<file path="src/rtl/match_referee_pkg.sv">
// Shared encodings for the fight referee: action codes, positions, FSM states and winner codes.
package match_referee_pkg;

  typedef enum logic [2:0] {
    ActKick   = 3'b000,
    ActPunch  = 3'b001,
    ActAwait  = 3'b010,
    ActJump   = 3'b011,
    ActLeft1  = 3'b100,
    ActLeft2  = 3'b101,
    ActRight1 = 3'b110,
    ActRight2 = 3'b111
  } action_e;

  typedef enum logic [1:0] {
    PosFarLeft  = 2'b00,
    PosLeft     = 2'b01,
    PosRight    = 2'b10,
    PosFarRight = 2'b11
  } position_e;

  typedef enum logic [2:0] {
    StIdle,
    StRoundInit,
    StCollect,
    StStep,
    StCheck,
    StRoundEnd,
    StMatchEnd
  } ref_state_e;

  typedef enum logic [1:0] {
    WinNone = 2'b00,
    WinP1   = 2'b01,
    WinP2   = 2'b10,
    WinDraw = 2'b11
  } winner_e;

  // Larger value wins for player 1 / player 2; equal values are a draw.
  function automatic winner_e compare_pair(input logic [1:0] a, input logic [1:0] b);
    if (a > b) return WinP1;
    if (b > a) return WinP2;
    return WinDraw;
  endfunction

endpackage

</file>
<file path="src/rtl/match_referee_if.sv">
// Player-facing and status signals of the referee; slave is the referee side.
interface match_referee_if;
  logic       start;
  logic       valid1;
  logic       valid2;
  logic [2:0] action1_in;
  logic [2:0] action2_in;
  logic [1:0] health1;
  logic [1:0] health2;
  logic [2:0] action1;
  logic [2:0] action2;
  logic       step;
  logic       round_rst;
  logic [2:0] round_num;
  logic [5:0] turn_cnt;
  logic [1:0] score1;
  logic [1:0] score2;
  logic [1:0] winner;
  logic       done;

  modport master (
    output start, valid1, valid2, action1_in, action2_in, health1, health2,
    input  action1, action2, step, round_rst, round_num, turn_cnt, score1, score2, winner, done
  );

  modport slave (
    input  start, valid1, valid2, action1_in, action2_in, health1, health2,
    output action1, action2, step, round_rst, round_num, turn_cnt, score1, score2, winner, done
  );
endinterface

</file>
<file path="src/rtl/match_referee_action_latch.sv">
// Holds one player's first action of a turn; reads as await while empty.
module match_referee_action_latch
  import match_referee_pkg::*;
(
  input  logic       clk,
  input  logic       rst_n,
  input  logic       clear,
  input  logic       valid,
  input  logic [2:0] action_in,
  output logic       full_next,
  output logic [2:0] action
);

  logic       full_q;
  logic [2:0] act_q;
  logic       capture;

  assign capture = ~clear & valid & ~full_q;

  always_ff @(posedge clk or negedge rst_n) begin
    if (!rst_n) begin
      full_q <= 1'b0;
      act_q  <= ActAwait;
    end else if (clear) begin
      full_q <= 1'b0;
      act_q  <= ActAwait;
    end else if (capture) begin
      full_q <= 1'b1;
      act_q  <= action_in;
    end
  end

  // Forward a same-cycle capture so the turn can close without an extra cycle.
  assign full_next = full_q | capture;
  assign action    = capture ? action_in : act_q;

endmodule

</file>
<file path="src/rtl/match_referee.sv">
// Fight referee: collects per-turn actions, steps both players, scores rounds and the match.
module match_referee
  import match_referee_pkg::*;
#(
  parameter int unsigned TURN_TIMEOUT = 15,
  parameter int unsigned MAX_TURNS    = 32,
  parameter int unsigned WINS_NEEDED  = 2,
  parameter int unsigned MAX_ROUNDS   = 5
) (
  input logic             clk,
  input logic             rst_n,
  match_referee_if.slave  bus
);

  localparam int unsigned TmoW = (TURN_TIMEOUT > 2) ? $clog2(TURN_TIMEOUT) : 1;

  ref_state_e      state_q, state_d;
  logic [TmoW-1:0] tmo_q;
  winner_e         result_q, check_res, winner_q;
  logic [2:0]      action1_q, action2_q, round_num_q;
  logic [5:0]      turn_cnt_q;
  logic [1:0]      score1_q, score2_q, s1_nxt, s2_nxt;
  logic            step_q, round_rst_q, done_q;
  logic            full1, full2, clear, tmo_done, match_over;
  logic [2:0]      act1, act2;

  assign clear = (state_q != StCollect);

  match_referee_action_latch u_latch1 (
    .clk       (clk),
    .rst_n     (rst_n),
    .clear     (clear),
    .valid     (bus.valid1),
    .action_in (bus.action1_in),
    .full_next (full1),
    .action    (act1)
  );

  match_referee_action_latch u_latch2 (
    .clk       (clk),
    .rst_n     (rst_n),
    .clear     (clear),
    .valid     (bus.valid2),
    .action_in (bus.action2_in),
    .full_next (full2),
    .action    (act2)
  );

  assign tmo_done = (tmo_q == TmoW'(TURN_TIMEOUT - 1));

  always_comb begin
    check_res = WinNone;
    if (bus.health1 == 2'd0 && bus.health2 == 2'd0) check_res = WinDraw;
    else if (bus.health1 == 2'd0)                   check_res = WinP2;
    else if (bus.health2 == 2'd0)                   check_res = WinP1;
    else if (turn_cnt_q == 6'(MAX_TURNS))           check_res = compare_pair(bus.health1,
                                                                             bus.health2);
  end

  // Scores saturate at 3.
  assign s1_nxt = (result_q == WinP1 && score1_q != 2'd3) ? score1_q + 2'd1 : score1_q;
  assign s2_nxt = (result_q == WinP2 && score2_q != 2'd3) ? score2_q + 2'd1 : score2_q;
  assign match_over = (s1_nxt == 2'(WINS_NEEDED)) || (s2_nxt == 2'(WINS_NEEDED)) ||
                      (round_num_q == 3'(MAX_ROUNDS));

  always_comb begin
    state_d = state_q;
    unique case (state_q)
      StIdle:      if (bus.start) state_d = StRoundInit;
      StRoundInit: state_d = StCollect;
      StCollect:   if ((full1 && full2) || tmo_done) state_d = StStep;
      StStep:      state_d = StCheck;
      StCheck:     state_d = (check_res == WinNone) ? StCollect : StRoundEnd;
      StRoundEnd:  state_d = match_over ? StMatchEnd : StRoundInit;
      StMatchEnd:  if (bus.start) state_d = StRoundInit;
      default:     state_d = StIdle;
    endcase
  end

  // Outputs are registered against the state being entered so they line up with it.
  always_ff @(posedge clk or negedge rst_n) begin
    if (!rst_n) begin
      state_q     <= StIdle;
      tmo_q       <= '0;
      result_q    <= WinNone;
      action1_q   <= ActAwait;
      action2_q   <= ActAwait;
      step_q      <= 1'b0;
      round_rst_q <= 1'b0;
      round_num_q <= 3'd0;
      turn_cnt_q  <= 6'd0;
      score1_q    <= 2'd0;
      score2_q    <= 2'd0;
      winner_q    <= WinNone;
      done_q      <= 1'b0;
    end else begin
      state_q     <= state_d;
      step_q      <= (state_d == StStep);
      round_rst_q <= (state_d == StRoundInit);
      tmo_q       <= (state_q == StCollect && state_d == StCollect) ? tmo_q + 1'b1 : '0;

      if (state_d == StStep) begin
        action1_q  <= act1;
        action2_q  <= act2;
        turn_cnt_q <= turn_cnt_q + 6'd1;
      end else if (state_d != StCheck) begin
        action1_q <= ActAwait;
        action2_q <= ActAwait;
      end

      if (state_d == StRoundInit) begin
        turn_cnt_q  <= 6'd0;
        round_num_q <= (state_q == StMatchEnd) ? 3'd1 : round_num_q + 3'd1;
      end

      if (state_q == StMatchEnd && state_d == StRoundInit) begin
        score1_q <= 2'd0;
        score2_q <= 2'd0;
        winner_q <= WinNone;
        done_q   <= 1'b0;
      end

      if (state_q == StCheck) result_q <= check_res;

      if (state_q == StRoundEnd) begin
        score1_q <= s1_nxt;
        score2_q <= s2_nxt;
        if (match_over) begin
          done_q   <= 1'b1;
          winner_q <= compare_pair(s1_nxt, s2_nxt);
        end
      end
    end
  end

  assign bus.action1   = action1_q;
  assign bus.action2   = action2_q;
  assign bus.step      = step_q;
  assign bus.round_rst = round_rst_q;
  assign bus.round_num = round_num_q;
  assign bus.turn_cnt  = turn_cnt_q;
  assign bus.score1    = score1_q;
  assign bus.score2    = score2_q;
  assign bus.winner    = winner_q;
  assign bus.done      = done_q;

endmodule

</file>
<file path="src/flat_wrapper.sv">
// flat-port wrapper written by rule: the top's interface ports become plain ports
module match_referee_flat import match_referee_pkg::*;
#(
  parameter int unsigned TURN_TIMEOUT = 15,
  parameter int unsigned MAX_TURNS    = 32,
  parameter int unsigned WINS_NEEDED  = 2,
  parameter int unsigned MAX_ROUNDS   = 5
)
  (clk, rst_n, bus_start, bus_valid1, bus_valid2, bus_action1_in, bus_action2_in, bus_health1, bus_health2, bus_action1, bus_action2, bus_step, bus_round_rst, bus_round_num, bus_turn_cnt, bus_score1, bus_score2, bus_winner, bus_done);
  match_referee_if bus_i ();
  input logic clk;
  input logic rst_n;
  input wire logic [$bits(bus_i.start)-1:0] bus_start;
  input wire logic [$bits(bus_i.valid1)-1:0] bus_valid1;
  input wire logic [$bits(bus_i.valid2)-1:0] bus_valid2;
  input wire logic [$bits(bus_i.action1_in)-1:0] bus_action1_in;
  input wire logic [$bits(bus_i.action2_in)-1:0] bus_action2_in;
  input wire logic [$bits(bus_i.health1)-1:0] bus_health1;
  input wire logic [$bits(bus_i.health2)-1:0] bus_health2;
  output wire logic [$bits(bus_i.action1)-1:0] bus_action1;
  output wire logic [$bits(bus_i.action2)-1:0] bus_action2;
  output wire logic [$bits(bus_i.step)-1:0] bus_step;
  output wire logic [$bits(bus_i.round_rst)-1:0] bus_round_rst;
  output wire logic [$bits(bus_i.round_num)-1:0] bus_round_num;
  output wire logic [$bits(bus_i.turn_cnt)-1:0] bus_turn_cnt;
  output wire logic [$bits(bus_i.score1)-1:0] bus_score1;
  output wire logic [$bits(bus_i.score2)-1:0] bus_score2;
  output wire logic [$bits(bus_i.winner)-1:0] bus_winner;
  output wire logic [$bits(bus_i.done)-1:0] bus_done;
  assign bus_i.start = bus_start;
  assign bus_i.valid1 = bus_valid1;
  assign bus_i.valid2 = bus_valid2;
  assign bus_i.action1_in = bus_action1_in;
  assign bus_i.action2_in = bus_action2_in;
  assign bus_i.health1 = bus_health1;
  assign bus_i.health2 = bus_health2;
  assign bus_action1 = bus_i.action1;
  assign bus_action2 = bus_i.action2;
  assign bus_step = bus_i.step;
  assign bus_round_rst = bus_i.round_rst;
  assign bus_round_num = bus_i.round_num;
  assign bus_turn_cnt = bus_i.turn_cnt;
  assign bus_score1 = bus_i.score1;
  assign bus_score2 = bus_i.score2;
  assign bus_winner = bus_i.winner;
  assign bus_done = bus_i.done;
  match_referee #(.TURN_TIMEOUT(TURN_TIMEOUT), .MAX_TURNS(MAX_TURNS), .WINS_NEEDED(WINS_NEEDED), .MAX_ROUNDS(MAX_ROUNDS)) u_core (.clk(clk), .rst_n(rst_n), .bus(bus_i));
endmodule
</file>
<file path="config.mk">
export PLATFORM = sky130hd
export DESIGN_NAME = match_referee_flat
export DESIGN_NICKNAME = d
export VERILOG_FILES = /design/src/rtl/match_referee_pkg.sv /design/src/rtl/match_referee_if.sv /design/src/rtl/match_referee_action_latch.sv /design/src/rtl/match_referee.sv /design/src/flat_wrapper.sv
export SDC_FILE = /design/constraint.sdc
export NUM_CORES = 1
export LEC_CHECK = 0
export BUFFER_PORTS_ARGS = -buffer_cell sky130_fd_sc_hd__buf_2
export CAP_MARGIN = 20
export CORE_ASPECT_RATIO = 1.1
export CORE_MARGIN = 4
export CORE_UTILIZATION = 33
export DETAILED_ROUTE_END_ITERATION = 16
export GPL_TIMING_DRIVEN = 0
export PLACE_DENSITY = 0.52
export SYNTH_ARGS = -nofsm -noshare
export SYNTH_HDL_FRONTEND = slang
export SYNTH_HIERARCHICAL = 1
export SYNTH_SLANG_ARGS = --single-unit
export TNS_END_PERCENT = 5
</file>
<file path="constraint.sdc">
create_clock -name clk -period 2.8 [get_ports clk]
set_clock_uncertainty 0.15 [all_clocks]
set_input_delay 0.14 -clock clk [delete_from_list [all_inputs] [get_ports clk]]
set_output_delay 0.14 -clock clk [all_outputs]
set_load 0.005 [all_outputs]
</file>
==> results.txt <==
Final count of negative-setup-slack endpoints: 0
Standard cell core area: 0.00717 mm²
Category of the worst setup path launch point: flop
Routability-driven placement congestion ratio: 0.780
TritonCTS clock tree: yes
CP max-delay cell: dfrtp_1
Largest net degree at the start of global routing: 42
Slew Limit Fails: 0
Leakage Power: 1.42 nW
CTS buffer count: 5
Fraction of registers with async set/reset: 100%
Logic depth of the worst register-to-register path: 9
Port bufs: 38
Met2 WL: 2780 µm
Clock Sink Count: 41
Share of layout cells above drive strength 1: 28.3%
Highest achievable clock rate: 0.382 GHz
Number of H-tree branching levels: 2
Result of the run: completed
Synthesized area: 0.00247 mm²
Class of the tightest hold or removal check: input port to flop
Half-perimeter wire length after placement: 3950 µm
DR vias/cell: 5.19
Vias in the first global route: 2,035
Violation count after the first detailed-route iteration: 48
Hold violation total from the final report: 0
Overflow after GRT: 0
Number of detailed-routing iterations run before antenna repair: 4
Count of inserted antenna diode cells: 0
Gate count after technology mapping: 236
Routed metal-1 wirelength: 2480 µm
Series of cell instances along the critical path: buf_2, nor3b_2, inv_2, nand2b_4, or2b_1, a32o_1, nand2_1, clkinv_2, a2111o_1
Synthesized area divided by synthesized cell count: 10.5 µm²
Number of core rows: 32
Global-route wire length before repair: 9540 µm
Remaining antenna violation count: 0
Total I/O pin count: 39
Die Span Y: 98.7 µm
Aggregate negative setup slack: 0 ns
Critical path peak fanout: 11
Via total after detailed routing: 1,960
Post-detailed-placement cell area: 0.00277 mm²
Mean routed wirelength per cell: 14.6 µm
Crit path kind: flop to flop
CP top delay family: simple AND/OR/NAND/NOR gates
DIE AREA: 0.00893 mm²
DR top layer: met4
Internal cell power: 0.00150 W
Register area share after synthesis: 41.7%
IR Drop Worst-Case VDD: 0.276 mV
Die extent in x: 90.5 µm
CTS clk-pin slew, worst paths: 0.09 ns
Combinational Power Share: 48.6%
R2r endpoint: u_core/state_q[0]
Met3 routed WL: 206 µm
Critical Path Sink Type: flop
Delay of the slowest critical-path stage: 0.41 ns
Number of different library cells in the post-synthesis netlist: 63
Fin crit period: 2.62 ns
Layout Cell Area excl Fill: 0.00298 mm²
Number of remaining DRC errors: 0
Synthesized Nets: 263
Endpoint arrival time on the critical path: 2.65 ns
Bufs on Longest Clock Path: 2
Synth-to-layout area growth: 20.7%
Number of buffer and inverter instances along the worst setup path: 3
Worst path required time: 2.83 ns
Least-Margin Pin Slew: 0.837 ns
Max-Slew Margin vs Limit: 42.6%
Hold Crit Depth: 3
Filler Cells Inserted: 682
Dominant synthesized flop cell: dfrtp_1
End of the worst hold path: u_core/result_q[0]
Root buffer cell: clkbuf_8
R2R setup slack: 0.18 ns
Number of nets in the final layout: 319
Beginning of the worst hold path: bus_health2[1]
Effective utilization at floorplan: 34.5%
Number of synthesized flops with an enable pin: 0
Share of total power in the clock network: 16.2%
Syn. warnings: 6
Routed wire length: 5510 µm
Antenna violations before repair: 0
Startpoint of the most critical register-to-register path: u_core/state_q[1]
Ratio of final minimum period to clock period: 93.4%
Register bit total from synthesis: 41
Source-to-sink clock delay at the later pin of the worst-skew pair: 0.30 ns
Overall global routing resource usage: 12.9%
Sw Share: 40.8%
Areal power density over the cells: 851 mW/mm²
Part of the power in registers: 35.3%
Max Cap Violations: 0
Setup repair after global routing missed its margin: no
NetSw: 0.00104 W
==> stage by stage <==
stage / utilization (%) / power, W / instances / hold slack, ns / setup WS (ns)
after CTS: 41.1 / 0.00255 / 375 / 0.0497 / 0.0796
after detailed placement: 38.6 / 0.00212 / 359 / 0.217 / -0.248
after global placement: 38.6 / 0.00211 / 359 / 0.208 / -0.257
after floorplan: - / 0.00179 / 236 / -0.306 / 0.306
after global routing: 41.6 / 0.00277 / 378 / 0.0573 / 0.00342
final: 41.6 / 0.00254 / 378 / 0.0604 / 0.185
==> sequential cells by signal, summed over array words and instances (netlist names) <==
| register | cells |
|---|---|
| u_core/bus.turn_cnt | 6 |
| u_core/tmo_q | 4 |
| u_core/bus.action1 | 3 |
| u_core/bus.action2 | 3 |
| u_core/bus.round_num | 3 |
| u_core/state_q | 3 |
| u_core/u_latch1/act_q | 3 |
| u_core/u_latch2/act_q | 3 |
| u_core/bus.score1 | 2 |
| u_core/bus.score2 | 2 |
| u_core/bus.winner | 2 |
| u_core/result_q | 2 |
| u_core/bus.done | 1 |
| u_core/bus.round_rst | 1 |
| u_core/bus.step | 1 |
| u_core/u_latch1/full_q | 1 |
| u_core/u_latch2/full_q | 1 |
==> cells in the final DEF (no fill, tap or decap), types with 3 or more instances in the layout <==
cell type	Yosys	final
buf_2	4	42
nand3_1	10	10
mux2_4	7	7
nand2b_1	7	7
dfstp_2	4	4
nand2_1	16	16
o31ai_1	3	3
dlygate4sd3_1	0	9
clkbuf_8	0	5
nor2_1	23	23
nor2b_1	3	3
mux2i_1	11	11
and2_1	4	4
dfrtp_1	37	37
ha_1	12	12
xnor2_1	4	4
a22o_1	4	4
xor2_1	3	3
o21ai_0	4	4
clkinvlp_4	0	3
inv_1	10	9
a21oi_1	4	4
nor3_1	9	9
o22ai_1	3	3
==> how the worst max path moves through the flow <==
| stage | startpoint | endpoint | slack [ns] | depth (start not counted) |
|---|---|---|---|---|
| floorplan | u_core/state_q[1] | u_core/state_q[0] | 0.31 | 9 |
| global placement | u_core/state_q[0] | u_core/state_q[0] | -0.26 | 9 |
| detailed placement | u_core/state_q[0] | u_core/state_q[0] | -0.25 | 9 |
| CTS | u_core/state_q[1] | u_core/state_q[0] | 0.08 | 9 |
| global route | u_core/state_q[1] | u_core/state_q[0] | 0.003 | 9 |
| finish | u_core/state_q[1] | u_core/state_q[0] | 0.18 | 9 |
==> cell type report <==
class | count | area (µm²) | share of cell area (%)
buffer | 5 | 23.8 | 0.798
clock buffer | 5 | 68.8 | 2.31
clock inverter | 3 | 22.5 | 0.756
inverter | 11 | 42.5 | 1.43
multi-input combinational | 178 | 1370 | 46.0
sequential | 41 | 1030 | 34.6
tap | 85 | 106 | 3.57
timing repair buffer | 50 | 315 | 10.6
==> synth_stat cells, drive strengths merged, types with 3 or more instances <==
cell    number  area (µm²)
dfrtp       37         926
xor2         3        26.3
buf          4        20.0
xnor2        4        35.0
o21ai        4        20.0
and2         4        25.0
o22ai        3        18.8
a22o         4        35.0
dfstp        4         105
inv         10        37.5
nor3         9        45.0
ha          12         150
nand2b      11        88.8
a21oi        5        36.3
nor2        25         109
o311ai       3        26.3
o31ai        4        35.0
nor3b        3        38.8
nand3       10        50.1
nand2       16        60.1
nor2b        3        18.8
mux2i       11         110
mux2         8         116
==> timing repair <==
action,4_1_cts,5_1_grt
buffers inserted,0,2
cloned,0,0
resized for setup,2,0
setup endpoints to repair,7,1
hold endpoints to repair,45,0
hold buffers,9,0
==> per-layer routing <==
layer | vias up | track usage [%]
met1 | 954 | 15.6
li1 | 968 | -
met3 | 4 | 3.05
met5 | - | 0
met2 | 34 | 22.9
met4 | 0 | 3.53
==> cell families after synthesis <==
| family | Yosys count | share of synthesized area, % |
|---|---|---|
| muxes | 19 | 9.17 |
| and+or+nand+nor | 97 | 23.2 |
| DFF | 41 | 41.7 |
| xor gates and xnor gates | 7 | 2.48 |
| adders and majority gates | 12 | 6.08 |
| AOI/OAI and AO/OA | 43 | 14.6 |
| buffers and inverters | 17 | 2.79 |
==> power groups by stage <==
stage / clock network, W / logic, W / registers (W)
2_1_floorplan: 0 / 0.000920 / 0.000872
3_3_place_gp: 0 / 0.00122 / 0.000891
3_5_place_dp: 0 / 0.00123 / 0.000896
4_1_cts: 0.000427 / 0.00123 / 0.000897
5_1_grt: 0.000451 / 0.00139 / 0.000925
6_report: 0.000410 / 0.00123 / 0.000894
==> worst min-delay path, cell delays in order <==
cell     delay [ns]
buf_2          0.11
o32a_1         0.14
a21oi_1        0.07
Note: power is estimated with default switching activity, not from simulation.
